--- config.mk ---
export PLATFORM = sky130hd
export DESIGN_NAME = toggle_pulse_gen
export DESIGN_NICKNAME = d
export VERILOG_FILES = /design/src/rtl/toggle_pkg.sv /design/src/rtl/sync_2ff.sv /design/src/rtl/toggle_pulse_gen.sv
export SDC_FILE = /design/constraint.sdc
export NUM_CORES = 1
export LEC_CHECK = 0
export ABC_AREA = 1
export BUFFER_PORTS_ARGS = -buffer_cell sky130_fd_sc_hd__buf_2
export CAP_MARGIN = 20
export CORE_AREA = 2 2 39 41
export CTS_BUF_LIST = sky130_fd_sc_hd__clkbuf_4 sky130_fd_sc_hd__clkbuf_8
export DETAILED_ROUTE_END_ITERATION = 10
export DIE_AREA = 0 0 41 43
export GPL_TIMING_DRIVEN = 1
export HOLD_SLACK_MARGIN = 0.05
export PLACE_DENSITY_LB_ADDON = 0.05
export REMOVE_ABC_BUFFERS = 1
export SYNTH_ARGS = -nofsm -noshare
export SYNTH_HDL_FRONTEND = slang
export SYNTH_SLANG_ARGS = --single-unit
--- constraint.sdc ---
create_clock -name clk -period 2.3 [get_ports clk]
set_input_delay 0.46 -clock clk [delete_from_list [all_inputs] [get_ports clk]]
set_output_delay 0.46 -clock clk [all_outputs]
set_load 0.02 [all_outputs]
--- src/rtl/toggle_pkg.sv ---
// Shared types and helpers for the debounced toggle-pulse generator.
package toggle_pkg;

   typedef enum logic [1:0] {
      LOW       = 2'd0,
      RISE_WAIT = 2'd1,
      HIGH      = 2'd2,
      FALL_WAIT = 2'd3
   } state_e;

   // Counter width for a compare value of n-1; always at least one bit.
   function automatic int cnt_width(input int n);
      return (n < 2) ? 1 : $clog2(n);
   endfunction

endpackage

--- src/rtl/sync_2ff.sv ---
// Two-flop synchronizer for a single asynchronous level, reset to 0.
module sync_2ff (
   input  logic clk,
   input  logic rst_n,
   input  logic din,
   output logic dout
);

   logic s1_q, s1_d;
   logic s2_q, s2_d;

   always_comb begin
      s1_d = din;
      s2_d = s1_q;
   end

   always_ff @(posedge clk or negedge rst_n) begin
      if (!rst_n) begin
         s1_q <= 1'b0;
         s2_q <= 1'b0;
      end else begin
         s1_q <= s1_d;
         s2_q <= s2_d;
      end
   end

   assign dout = s2_q;

endmodule

--- src/rtl/toggle_pulse_gen.sv ---
// Debounces a raw button and emits a one-cycle toggle-enable pulse on the
// accepted press (or release), with optional auto-repeat while held.
//
//   state     | meaning
//   ----------+-----------------------------------------------
//   LOW       | button accepted as released, level = 0
//   RISE_WAIT | synchronized input is 1, qualifying a press
//   HIGH      | button accepted as pressed, level = 1
//   FALL_WAIT | synchronized input is 0, qualifying a release
module toggle_pulse_gen
   import toggle_pkg::*;
#(
   parameter int DEBOUNCE_CYCLES  = 16,
   parameter int REPEAT_CYCLES    = 0,
   parameter int PULSE_ON_RELEASE = 0
) (
   input  logic clk,
   input  logic rst_n,
   input  logic btn_in,
   output logic t,
   output logic level
);

   localparam int DW = cnt_width(DEBOUNCE_CYCLES);
   localparam int RW = cnt_width(REPEAT_CYCLES);
   localparam logic [DW-1:0] DB_LAST = DW'(DEBOUNCE_CYCLES - 1);
   localparam logic [RW-1:0] RP_LAST = RW'(REPEAT_CYCLES - 1);
   localparam bit REPEAT_EN  = (REPEAT_CYCLES > 0) && (PULSE_ON_RELEASE == 0);
   localparam bit PRESS_PULSE = (PULSE_ON_RELEASE == 0);

   logic btn_s;

   state_e          state_q, state_d;
   logic [DW-1:0]   db_cnt_q, db_cnt_d;
   logic [RW-1:0]   rpt_cnt_q, rpt_cnt_d;
   logic            level_q, level_d;
   logic            t_q, t_d;

   sync_2ff u_sync (
      .clk   (clk),
      .rst_n (rst_n),
      .din   (btn_in),
      .dout  (btn_s)
   );

   // Counters only advance below their compare value, so they saturate
   // rather than wrap. The repeat counter defaults to clear outside HIGH.
   always_comb begin
      state_d   = state_q;
      db_cnt_d  = db_cnt_q;
      rpt_cnt_d = '0;
      level_d   = level_q;
      t_d       = 1'b0;

      case (state_q)
         LOW: begin
            db_cnt_d = '0;
            if (btn_s) state_d = RISE_WAIT;
         end

         RISE_WAIT: begin
            if (!btn_s) begin
               state_d  = LOW;
               db_cnt_d = '0;
            end else if (db_cnt_q == DB_LAST) begin
               state_d  = HIGH;
               db_cnt_d = '0;
               level_d  = 1'b1;
               t_d      = PRESS_PULSE;
            end else begin
               db_cnt_d = db_cnt_q + 1'b1;
            end
         end

         HIGH: begin
            db_cnt_d = '0;
            if (!btn_s) begin
               state_d = FALL_WAIT;
            end else if (REPEAT_EN) begin
               if (rpt_cnt_q == RP_LAST) begin
                  t_d = 1'b1;
               end else begin
                  rpt_cnt_d = rpt_cnt_q + 1'b1;
               end
            end
         end

         FALL_WAIT: begin
            if (btn_s) begin
               state_d  = HIGH;
               db_cnt_d = '0;
            end else if (db_cnt_q == DB_LAST) begin
               state_d  = LOW;
               db_cnt_d = '0;
               level_d  = 1'b0;
               t_d      = !PRESS_PULSE;
            end else begin
               db_cnt_d = db_cnt_q + 1'b1;
            end
         end

         default: begin
            state_d  = LOW;
            db_cnt_d = '0;
            level_d  = 1'b0;
         end
      endcase
   end

   always_ff @(posedge clk or negedge rst_n) begin
      if (!rst_n) begin
         state_q   <= LOW;
         db_cnt_q  <= '0;
         rpt_cnt_q <= '0;
         level_q   <= 1'b0;
         t_q       <= 1'b0;
      end else begin
         state_q   <= state_d;
         db_cnt_q  <= db_cnt_d;
         rpt_cnt_q <= rpt_cnt_d;
         level_q   <= level_d;
         t_q       <= t_d;
      end
   end

   assign t     = t_q;
   assign level = level_q;

endmodule

=== After elaboration in Yosys (flattened, before gate mapping) ===
Cells that the tools add are included.

* Register bits: 10
* Word-level logic and storage cells: 43

* Eq/ne operators: 12
* Add/subtract/negate cells: 1
* Reductions and logical operators: 5
* Mux-type cells: 19

{| class="wikitable"
|+ Operators by type and width
! cell !! count
|-
| $mux 2 || 6
|-
| $mux 4 || 3
|-
| $pmux 4 s3 || 1
|-
| $ne 2x2->1 const B || 4
|-
| $pmux 2 s4 || 1
|-
| $mux 1 || 7
|-
| $reduce_and 5->1 || 1
|-
| $add 4x1->4 const B || 1
|-
| $eq 2x2->1 const B || 2
|-
| $eq 4x4->1 const B || 1
|-
| $ne 2x1->1 const B || 2
|-
| $reduce_and 4->1 || 1
|-
| $ne 3x2->1 const B || 1
|-
| $ne 3x3->1 const B || 1
|-
| $eq 2x1->1 const B || 1
|-
| $logic_not 2->1 || 1
|-
| $pmux 1 s2 || 1
|-
| $reduce_bool 2->1 || 1
|-
| $reduce_or 2->1 || 1
|}

=== Logic depth before layout (Yosys ltp) ===
* Depth in word-level cells: 4
* Mapped depth: 7
* Depth with buffers taken out: 7

=== By module ===
Synthesis repeated with hierarchy kept, for this count alone.

* Cells, all modules: 43
* Area total of the unflattened synthesis: 414.1 µm²

{| class="wikitable"
|+ Modules (own cells, without submodules)
! module !! area each (µm²) !! sequential area each (µm²) !! cells an instance !! times used
|-
| toggle_pulse_gen || 364.1 || 200.2 || 41 || 1
|-
| sync_2ff || 50.0 || 50.0 || 2 || 1
|}

=== Worst setup path after synthesis ===
Ideal clock, no wire load.

* Path kind: flip-flop to flip-flop
* Start: register db_cnt_q[0]
* End: register with a tool-made name
* Data required time: 2.187 ns
* Stages on the path, launching flop included: 8
* Setup slack: 1.269 ns
* Library setup time: 0.113 ns
* Arrival: 0.918 ns
* Path buffers: 0
* Path through: dfrtp_1 -> ha_1 -> nand2_2 -> nor2_4 -> nand2_2 -> nand2_1 -> nand2_1 -> inv_1

{| class="wikitable"
|+ RTL lines
! item !! RTL line !! RTL
|-
| start, declared || toggle_pulse_gen.sv:34 || <nowiki>logic [DW-1:0] db_cnt_q, db_cnt_d;</nowiki>
|-
| start signal, assigned || toggle_pulse_gen.sv:119 || <nowiki>db_cnt_q <= db_cnt_d;</nowiki>
|}

=== Final worst setup path ===
* Start: register level_q (netlist: level)
* End: output level

{| class="wikitable"
|+ RTL lines
! item !! RTL line !! RTL
|-
| start, declared || toggle_pulse_gen.sv:36 || <nowiki>logic level_q, level_d;</nowiki>
|-
| start signal, assigned || toggle_pulse_gen.sv:121 || <nowiki>level_q <= level_d;</nowiki>
|-
| end, declared || toggle_pulse_gen.sv:21 || <nowiki>output logic level</nowiki>
|}

No word-level cell between the ends.

==> flow_metrics.py <==
metrics = {
    "sta": {
        "layout_min_cycle_time_ns": 1.26,
        "rsz0062_at_grt": "false",
        "drv_slew": 0,
        "setup_violations": 0,
        "fin_skew_ns": 0.000562,
        "timing.final.crit_share": 0.547,
        "hold_violations": 0,
        "fin_setup_tns_ns": 0,
        "whs_ns": 0.304,
        "max_slew_margin": 0.853,
        "tightest_slew_ns": 0.221,
        "fmax_ghz": 0.795,
    },
    "route": {
        "dr.pass1.iters": 4,
        "wl_per_cell_um": 9.76,
        "route.detailed.drc": 0,
        "first_iter_violations": 11,
        "detail-route-antenna-nets": 0,
        "routed_via_density": 4.41,
        "vias": 309,
        "wl_um": 683,
    },
    "floorplan": {
        "boundaryPins": 5,
        "coreArea_sq_um": 1380,
        "start_util": 0.302,
        "die_area_sq_um": 1760,
        "num_rows": 14,
        "die_height_um": 43,
        "die_w_um": 41,
    },
    "yosys": {
        "synth_top_family_by_area": "simple AND/OR/NAND/NOR gates",
        "yosys.area_share.simple": 0.275,
        "synth_compound_area_frac": 0.0120,
        "synth.area.mux_share": 0,
        "yosys.cell_types.count": 12,
        "synth-seq-cells": 10,
        "synthCells": 45,
        "synthXorXnorAreaFrac": 0.0210,
        "synth_adder_area_share": 0.0299,
        "synth_area_sq_um": 418,
        "synth_area_per_cell_sq_um": 9.29,
        "ys_seq_area_frac": 0.599,
        "yosysWarnings": 0,
    },
    "run": {
        "max-cap-violations": 0,
    },
    "grt": {
        "grt_usage": 0.103,
        "grt_overflow": 0,
        "grt_pass1_vias": 284,
        "grt_pass1_wl_mm": 1.10,
        "grt_antenna_before_repair": 0,
        "grt_max_degree": 11,
    },
    "status": {
        "outcome": "finished clean",
    },
    "pwr": {
        "powerDensity_nw_per_um2": 696,
        "leakage_nw": 0.275,
        "peakVddDrop_mv": 0.441,
    },
    "cells_and_area": {
        "drive_above_1_share": 0.222,
        "final_cell_mix": "nand2_1, dfrtp_1, inv_1",
        "antenna_cells": 0,
        "final_common_cell": "nand2_1",
        "layout.nets": 59,
        "synthToLayoutAreaGrowth_pct": 20.7,
    },
    "clocking": {
        "clock_sinks": 10,
        "cts_buffers": 3,
        "htree_levels": 1,
        "clkTransAtPathRegs_ns": 0.06,
        "clk_path_buf_depth": 2,
        "cts-root-buf": "clkbuf_4",
        "worstSkewPairLatency_ns": 0.26,
        "cts_tree": "yes",
    },
    "min_path": {
        "whs_path_depth": 1,
        "hold_class": "in -> reg",
    },
    "worst_setup_path": {
        "critPathMaxFanout": 2,
        "path_delay_family": "flip-flops",
        "cp-end-kind": "primary output",
        "path_cells": "buf_2",
        "worst_ep_required_time_ns": 1.84,
        "path_depth": 1,
        "critPathMaxStageDelay_ns": 0.38,
        "critPathKind": "reg -> out",
        "cp_slowest_cell": "dfrtp_1",
        "cp-start-kind": "register",
        "cp.arrival_ns": 0.80,
        "critPathBufInv": 1,
        "r2r_cells": 6,
    },
    "placement": {
        "portBuffers": 4,
        "place.gp.congestion": 0.653,
        "dpl.hpwl_um": 503,
    },
}
synthesized netlist by cell type:
master / instances / share of area
nand2_2: 2 / 0.030
ha_1: 1 / 0.030
nor2_4: 1 / 0.027
inv_1: 6 / 0.054
inv_2: 1 / 0.0090
nand2_1: 11 / 0.099
nand4_1: 1 / 0.015
dfrtp_1: 10 / 0.60
xnor2_1: 1 / 0.021
o21ai_1: 1 / 0.012
nor2_1: 5 / 0.045
nand3_1: 5 / 0.060
where the power goes:
group          switching [mW]  total [mW]  internal, mW
Combinational         0.00783      0.0127       0.00491
Clock                  0.0580       0.154        0.0960
Sequential            0.00388       0.184         0.180
Total                  0.0697       0.351         0.281
final cells by class:
type                    instances  area, sq um
repair buffers                  5         30.0
flip-flops and latches         10          250
clock buffers                   4         36.3
fillers                       145          880
inverters                       7         26.3
well taps                      16         20.0
multi-input cells              28          141
state kept, by name, indices dropped and copies added (netlist names), named ones only:
signal and flops:
db_cnt_q 4, level 1, state_q 1, t 1, u_sync.dout 1, u_sync.s1_q 1
metal layers:
metal  part of all wire  wire [um]  track usage
met1               0.48        327        0.117
met4              0.016         11        0.100
met2               0.45        308        0.131
met3              0.051         35       0.0471
met5                  0          0            0
worst register-to-register path, cell delays in order (launching register included):
cell and delay (ns):
dfrtp_1 0.37, ha_1 0.24, nand2_2 0.10, nor2_4 0.13, nand3_1 0.08, nand2_1 0.06, nand2_1 0.04
cell families (layout without fill, tap and decap cells):
logic type,Yosys count,after routing
flops,10,10
compound gates,1,1
simple gates,25,25
fa+ha+maj,1,1
buf+inv,7,16
xor+xnor,1,1
what timing repair did:
item,CTS,global route
endpoints found under the hold margin,10,0
hold buffers,1,0
setup buffers,0,0
resized for setup,0,0
metrics by stage:
step | instances | util | instance area, sq um | setup slack [ns] | total power, mW
after floorplan | 45 | - | 418 | 1.27 | 0.192
after global placement | 65 | 0.331 | 458 | 1.21 | 0.198
after detailed placement | 65 | 0.331 | 458 | 1.20 | 0.199
after CTS | 70 | 0.364 | 504 | 1.03 | 0.359
after global routing | 70 | 0.364 | 504 | 1.01 | 0.372
final | 70 | 0.364 | 504 | 1.04 | 0.351
worst paths after layout:
check / slack [ns] / from / to
worst max register to register: 1.18 / db_cnt_q[0] / level
worst max-delay path: 1.04 / level / level
worst min-delay path: 0.30 / btn_in / u_sync.s1_q
min in group asynchronous: 0.58 / rst_n / db_cnt_q[2]
worst min register to register: 0.35 / u_sync.s1_q / u_sync.dout
max in group asynchronous: 1.53 / rst_n / asynchronous set/reset pin
Power figures use the tool's default switching activity.
